### src/rtl/safe_mem_pkg.sv
// Shared defaults, FSM encoding and packed-bus helpers for the safe-side
// RAM write arbiter.
package safe_mem_pkg;

    localparam int DEF_NREQ      = 3;
    localparam int DEF_AW        = 4;
    localparam int DEF_DW        = 16;
    localparam int DEF_MAX_BURST = 8;

    typedef enum logic {
        IDLE  = 1'b0,
        BURST = 1'b1
    } arb_state_e;

    // LSB position of field idx in a bus of equal-width packed fields
    function automatic int field_lsb(input int idx, input int width);
        return idx * width;
    endfunction

endpackage

### src/rtl/safe_mem_write_arbiter_rr_pick.sv
// Combinational round-robin picker: the first active request at or after
// rr_ptr wins, searching upward with wrap-around.
module rr_pick
    import safe_mem_pkg::*;
#(
    parameter int NREQ = DEF_NREQ,
    parameter int IW   = $clog2(NREQ)
) (
    input  logic [NREQ-1:0] req,
    input  logic [IW-1:0]   rr_ptr,
    output logic [IW-1:0]   winner,
    output logic            any_req
);

    // Scan NREQ positions starting at rr_ptr; the first hit is kept
    always_comb begin
        // NOTE: every output of a combinational block gets a default first so
        // no path leaves it unassigned, which would infer a latch.
        winner  = '0;
        any_req = 1'b0;
        for (int k = 0; k < NREQ; k++) begin
            if (!any_req && req[(int'(rr_ptr) + k) % NREQ]) begin
                any_req = 1'b1;
                winner  = IW'((int'(rr_ptr) + k) % NREQ);
            end
        end
    end

endmodule

### src/rtl/safe_mem_write_arbiter.sv
// Round-robin burst arbiter for the single write port of the safe/LCD
// dual-port RAM. Grants whole bursts, acks words combinationally and
// drives registered RAM write signals.
module safe_mem_write_arbiter
    import safe_mem_pkg::*;
#(
    parameter  int NREQ      = DEF_NREQ,
    parameter  int AW        = DEF_AW,
    parameter  int DW        = DEF_DW,
    parameter  int MAX_BURST = DEF_MAX_BURST,
    localparam int IW        = $clog2(NREQ),
    localparam int CW        = $clog2(MAX_BURST + 1)
) (
    input  logic                 clk,
    input  logic                 rst,
    input  logic [NREQ-1:0]      req,
    input  logic [NREQ*AW-1:0]   req_addr,
    input  logic [NREQ*DW-1:0]   req_data,
    input  logic [NREQ-1:0]      req_last,
    output logic [NREQ-1:0]      ack,
    output logic                 mem_wr_en,
    output logic [AW-1:0]        mem_wr_addr,
    output logic [DW-1:0]        mem_wr_data,
    output logic                 busy,
    output logic [IW-1:0]        owner
);

    // beat_cnt + 1 == MAX_BURST, written as a compare against a constant
    localparam logic [CW-1:0] LAST_BEAT = CW'(MAX_BURST - 1);
    localparam logic [IW-1:0] LAST_IDX  = IW'(NREQ - 1);

    arb_state_e      state;
    arb_state_e      state_next;
    logic [IW-1:0]   rr_ptr;
    logic [IW-1:0]   winner;
    logic [IW-1:0]   next_ptr;
    logic            any_req;
    logic [CW-1:0]   beat_cnt;
    logic            owner_req;
    logic            owner_last;
    logic [AW-1:0]   sel_addr;
    logic [DW-1:0]   sel_data;
    logic            limit_hit;
    logic            accept;
    logic            burst_end;

    rr_pick #(
        .NREQ (NREQ),
        .IW   (IW)
    ) u_rr_pick (
        .req     (req),
        .rr_ptr  (rr_ptr),
        .winner  (winner),
        .any_req (any_req)
    );

    // Select the current owner's request, last flag and offered word
    always_comb begin
        owner_req  = req[owner];
        owner_last = req_last[owner];
        sel_addr   = req_addr[field_lsb(int'(owner), AW) +: AW];
        sel_data   = req_data[field_lsb(int'(owner), DW) +: DW];
        limit_hit  = (beat_cnt == LAST_BEAT);
        next_ptr   = (owner == LAST_IDX) ? '0 : owner + IW'(1);
    end

    // Next-state, ack decode and burst termination
    always_comb begin
        state_next = state;
        ack        = '0;
        accept     = 1'b0;
        burst_end  = 1'b0;
        case (state)
            IDLE: begin
                if (any_req) begin
                    state_next = BURST;
                end
            end
            BURST: begin
                if (owner_req) begin
                    ack[owner] = 1'b1;
                    accept     = 1'b1;
                    burst_end  = owner_last || limit_hit;
                end else begin
                    // Owner withdrew mid-burst: abort without a write
                    burst_end = 1'b1;
                end
                if (burst_end) begin
                    state_next = IDLE;
                end
            end
            default: state_next = IDLE;
        endcase
    end

    // FSM state register
    always_ff @(posedge clk or posedge rst) begin
        // NOTE: clocked state uses non-blocking assignments so every register
        // samples pre-edge values regardless of statement order.
        if (rst) begin
            state <= IDLE;
        end else begin
            state <= state_next;
        end
    end

    // Grant bookkeeping: owner latch, beat counter and round-robin pointer
    always_ff @(posedge clk or posedge rst) begin
        if (rst) begin
            owner    <= '0;
            beat_cnt <= '0;
            rr_ptr   <= '0;
        end else if (state == IDLE) begin
            if (any_req) begin
                owner    <= winner;
                beat_cnt <= '0;
            end
        end else begin
            if (accept) begin
                beat_cnt <= beat_cnt + CW'(1);
            end
            if (burst_end) begin
                rr_ptr <= next_ptr;
            end
        end
    end

    // Registered RAM write port: one write per accepted word
    always_ff @(posedge clk or posedge rst) begin
        if (rst) begin
            mem_wr_en   <= 1'b0;
            mem_wr_addr <= '0;
            mem_wr_data <= '0;
        end else begin
            mem_wr_en <= accept;
            if (accept) begin
                mem_wr_addr <= sel_addr;
                mem_wr_data <= sel_data;
            end
        end
    end

    assign busy = (state == BURST);

    // At most one requester is ever acked in a cycle
    ack_onehot: assert property (@(posedge clk) disable iff (rst) $onehot0(ack));

    // The beat counter saturates at MAX_BURST by construction
    beat_bound: assert property (@(posedge clk) disable iff (rst)
                                 beat_cnt <= CW'(MAX_BURST));

endmodule

### config.mk
export PLATFORM = sky130hd
export DESIGN_NAME = safe_mem_write_arbiter
export DESIGN_NICKNAME = d
export VERILOG_FILES = /design/src/rtl/safe_mem_pkg.sv /design/src/rtl/safe_mem_write_arbiter_rr_pick.sv /design/src/rtl/safe_mem_write_arbiter.sv
export SDC_FILE = /design/constraint.sdc
export NUM_CORES = 1
export LEC_CHECK = 0
export ABC_AREA = 0
export CAP_MARGIN = 30
export CORE_ASPECT_RATIO = 1.75
export CORE_MARGIN = 2
export CORE_UTILIZATION = 30
export DETAILED_ROUTE_END_ITERATION = 10
export DONT_BUFFER_PORTS = 1
export MAX_ROUTING_LAYER = met4
export PLACE_DENSITY = 0.53
export REMOVE_ABC_BUFFERS = 1
export SYNTH_ARGS = -nofsm -noshare
export SYNTH_HDL_FRONTEND = slang
export SYNTH_SLANG_ARGS = --single-unit
export TNS_END_PERCENT = 1
### constraint.sdc
create_clock -name clk -period 3.8 [get_ports clk]
set_input_delay 0.76 -clock clk [delete_from_list [all_inputs] [get_ports clk]]
set_output_delay 0.76 -clock clk [all_outputs]
set_load 0.005 [all_outputs]
# Word-level counts from Yosys, hierarchy flattened
# Index checks and enable logic that the tools add are counted.
# word_totals
regBits,30
in_bits,68
out_inout_bits,27
wordCells,70
# classes
addsub,4
div,3
order_cmp,5
n_eq_ne,3
shifts,2
mux,35
bitwise,1
n_reduce_logical,10
# op_table
cell,count
$lt A32 B4 Y1 const B,3
$mod A32 B3 Y32 const B,2
$shiftx A48 B7 Y16,1
$mod A3 B3 Y32 const B,1
$mux W1,19
$mux W4,3
$shiftx A12 B5 Y4,1
$bmux W1 S2,5
$mux W2,4
$mux W3,2
$reduce_and A2 Y1,3
$add A4 B1 Y4 const B,1
$eq A4 B3 Y1 const B,1
$add A2 B1 Y3 const B,1
$add A2 B2 Y3 const B,1
$logic_and A1 B1 Y1,3
$lt A2 B3 Y1 const B,1
$add A2 B1 Y2 const B,1
$demux W1 S2,1
$eq A2 B2 Y1 const B,1
$ge A2 B1 Y1 const B,1
$logic_not A1 Y1,2
$ne A2 B1 Y1 const B,1
$pmux W1 S2,1
3 further kinds,3

# Logic depth before layout (Yosys ltp)
# logic_depth
ltp_word,13
ltp_mapped,8
depth_no_buf,7

# Hierarchy
# A second synthesis with hierarchy kept.
# hier_totals
hier_cells,186
hier_area_um2,1960.6
# modules_own_cells
mod,n_inst,cells_per_inst,area_per_inst_um2,seq_area_each_um2
safe_mem_write_arbiter,1,160,1760.4,750.7
rr_pick,1,26,200.2,0.0

# Worst setup path before layout
# Ideal clock, no wire load.
# synth_path
kind,input to output
start,input port req[1]
end,output port ack[0]
t_arrival_ps,1544
required_ps,3040
path_slack_ps,1496
stages,6
path_buffers,2
path_cell_list,mux2i_1 o2bb2ai_2 nand2_1 buf_4 buf_6 nor3_2
# synth_via
elab_chain_len,4
# synth_rtl
item,line_no,source
from (decl),safe_mem_write_arbiter.sv:16,"input logic [NREQ-1:0] req,"
$bmux W1 S2,safe_mem_write_arbiter.sv:59,owner_req = req[owner];
$mux W1 (not written as such),safe_mem_write_arbiter.sv:59,
$mux W3,safe_mem_write_arbiter.sv:80,if (owner_req) begin
$mux W3,safe_mem_write_arbiter.sv:73,case (state)
to (decl),safe_mem_write_arbiter.sv:20,"output logic [NREQ-1:0] ack,"
# Every way passes these cells. The select of a mux whose other input is x is not followed.

# Worst setup path after layout
# layout_path
start,register owner[0]
end,output port ack[0]
# layout_via
elab_chain_len,6
word_cells_on_any_way,9
cone_classes,2 x order compare; 6 x mux; 1 x reduce/logical
# layout_rtl
item,line_no,source
from (decl),safe_mem_write_arbiter.sv:25,output logic [IW-1:0] owner
from (signal assigned),safe_mem_write_arbiter.sv:115,owner <= winner;
$lt A2 B3 Y1 (not written as such) / $ge A2 B1 Y1 (equally long branches),safe_mem_write_arbiter.sv:81,ack[owner] = 1'b1;
$logic_and A1 B1 Y1 (not written as such),safe_mem_write_arbiter.sv:81,
$mux W1 (not written as such),safe_mem_write_arbiter.sv:81,
$demux W1 S2,safe_mem_write_arbiter.sv:81,
$mux W3 *,safe_mem_write_arbiter.sv:80,
$mux W3 *,safe_mem_write_arbiter.sv:73,
# Mark *: on every way between the ends. The rest lies on a longest branch, timed or not. The select of a mux whose other input is x is not followed.

==> results by group <==
Worst setup path
  – Worst setup EP type: output port
  – Critical Path AT: 1.61 ns
  – FF-to-FF setup slack: 1.72 ns
  – CP Launch Type: flip-flop
  – Required @ worst endpoint: 3.04 ns
  – Crit Path Category: reg -> out
  – Critical R2R Launch: owner[0]
  – Crit Path Max Fanout: 9
  – Worst r2r dst: beat_cnt[2]
  – R2r worst-path depth: 6

Clock tree
  – Cts hold-fix bufs: 0
  – Inserted Clock Buffers: 5
  – CTS resizes: 0
  – CTS Buffer Depth: 2
  – Clock tree root buffer cell: clkbuf_8
  – Setup Buffers After CTS: 0
  – Clk sink count: 30
  – CTS tree: yes
  – H-tree Lvls: 2
  – Clock slew at reported path FFs: 0.06 ns
  – Worst skew pair latency: 0.27 ns

Routing
  – Detailed-route vias per instance: 4.91
  – Final WL: 4440 µm
  – Routed via count: 1424
  – Post-route ant nets: 0
  – Initial drt markers: 41
  – 1st-pass router iterations: 4
  – Wire per inst: 15.3 µm
  – DRC: 0

Layout
  – Nets: 282
  – Ant. Diodes: 0
  – P&R area growth vs syn: 6.34%
  – Post-route core utilization: 32.5%
  – Cell area after layout: 1990 µm²
  – Most frequent cells in the layout: 30 x dfrtp_1, 29 x nand2_1, 25 x mux2i_1, 25 x nor2_1, 22 x a21oi_1
  – Layout cells sized above 1: 10.0%
  – Most common cell after layout, fill and taps aside: dfrtp_1

Synth
  – Register area share after synthesis: 40.0%
  – Synth warnings: 0
  – Combinational family with the most area after synthesis: compound AO/OA/AOI/OAI gates
  – Post-synthesis compound-gate area fraction: 20.5%
  – Simple-gate portion of the synthesized area: 15.3%
  – Netlist cell types: 39
  – Mux contribution to synthesized area: 14.5%
  – Mapped Avg Cell Area: 8.76 µm²
  – Synth Area in XOR/XNOR: 0%
  – Netlist Area Pre-Place: 1880 µm²
  – Mapped Cells: 214
  – Adder-cell share of the synthesized area: 2.67%
  – FF+latch count, synth: 30

Timing
  – Worst slew margin relative to its limit: 50.2%
  – Fin crit period: 2.37 ns
  – Tightest Pin Transition: 0.746 ns
  – RSZ-0062 raised after global routing: no
  – Setup TNS: 0 ns
  – Final hold vios: 0
  – Max Slew Vio Count: 0
  – Fmax: 423 MHz
  – Layout Skew: 0.00459 ns
  – Final period util: 62.3%
  – Final setup vio count: 0

Floorplan
  – Core area: 6130 µm²
  – Io pins: 95
  – Die Span X: 63.8 µm
  – Initial Util: 30.6%
  – Die Ht: 109 µm
  – Die area: 6930 µm²
  – Row count: 38

Global routing
  – Initial antenna violation count: 0
  – Largest net degree at the start of global routing: 50
  – Vias in the first global route: 1340
  – GRT overflow: 0
  – First-pass GRT wire length: 6790 µm
  – GRT Overall Usage: 13.3%

Placement
  – Count of input and output buffers: 0
  – Dpl cell area: 1920 µm²
  – RD Place Congestion: 0.763
  – DP Wirelength: 3370 µm

Pwr
  – Leakage power: 0.884 nW
  – Peak supply drop: 0.295 mV
  – Total Power: 1.61 mW
  – PD cells: 806 nW/µm²

Hold path
  – Hold Path Class: in -> async

Flow run
  – Max_cap viols: 0

Outcome
  – Status: complete, no violations
worst max path at each step:
stage,startpoint,endpoint,cells past startpoint,slack [ns]
after CTS,owner[0],ack[0],4,1.41
after global routing,owner[0],ack[0],4,1.31
after detailed placement,req[1],ack[0],4,1.62
after global placement,req[1],ack[0],4,1.62
after floorplan,owner[0],ack[0],4,0.51
final,owner[0],ack[0],4,1.43
power by group:
part	switching, mW	internal, mW
sequential	0.151	0.463
clock	0.104	0.126
combinational	0.439	0.325
through the flow:
stage	setup slack, ns	hold WS [ns]	instances
finish	1.43	0.503	290
global route	1.31	0.539	290
CTS	1.41	0.516	290
detailed placement	1.62	0.505	283
global placement	1.62	0.494	283
floorplan	0.506	0.473	198
worst max-delay path, stage by stage (launching register included):
cell	delay, ns
dfrtp_1	0.59
mux2i_1	0.16
o2bb2ai_2	0.25
nand2_1	0.14
nor3_2	0.19
state kept, by name, summed over array words and instances (netlist names):
| name | count |
|---|---|
| beat_cnt | 4 |
| busy | 1 |
| mem_wr_addr | 4 |
| rr_ptr | 2 |
| mem_wr_en | 1 |
| owner | 2 |
| mem_wr_data | 16 |
synthesized netlist by cell type, drive strengths merged:
master / n / area [µm²]
nor3b: 1 / 7.51
a32o: 1 / 10.0
a21boi: 1 / 7.51
nand3b: 2 / 15.0
a31o: 1 / 8.76
mux2i: 25 / 250
o221ai: 2 / 23.8
dfrtp: 30 / 751
o211ai: 1 / 7.51
o21ai: 25 / 129
nand2: 29 / 109
buf: 11 / 76.3
a21oi: 23 / 119
mux2: 2 / 22.5
nand3: 1 / 5.00
o32ai: 1 / 8.76
clkbuf: 5 / 18.8
a311oi: 1 / 8.76
inv: 9 / 33.8
a22o: 2 / 18.8
a211o: 1 / 8.76
and3: 3 / 18.8
nor2: 25 / 93.8
or2: 1 / 8.76
nor3: 2 / 15.0
o2bb2ai: 1 / 15.0
ha: 4 / 50.1
nor2b: 2 / 15.0
a311o: 2 / 20.0
area by class of cell:
type	instances	area, µm²
Tap cell	80	100
Clock buffer	7	76.3
Inverter	9	33.8
Multi-Input combinational cell	159	996
Timing Repair Buffer	5	37.5
Sequential cell	30	751
Fill cell	644	4140
kinds of logic after synthesis:
kind of cell	Yosys count
compound gates	62
fa+ha+maj	4
buf+inv	25
flops	30
mux	27
simple gates	66
layer usage:
metal | up-vias | track usage, % | part of all wire (%)
met4 | 0 | 6.06 | 2.0
met3 | 6 | 3.12 | 5.1
met1 | 640 | 14.9 | 40
li1 | 734 | - | -
met5 | - | - | 0
met2 | 44 | 22.3 | 53
(Power assumes the default switching activity.)
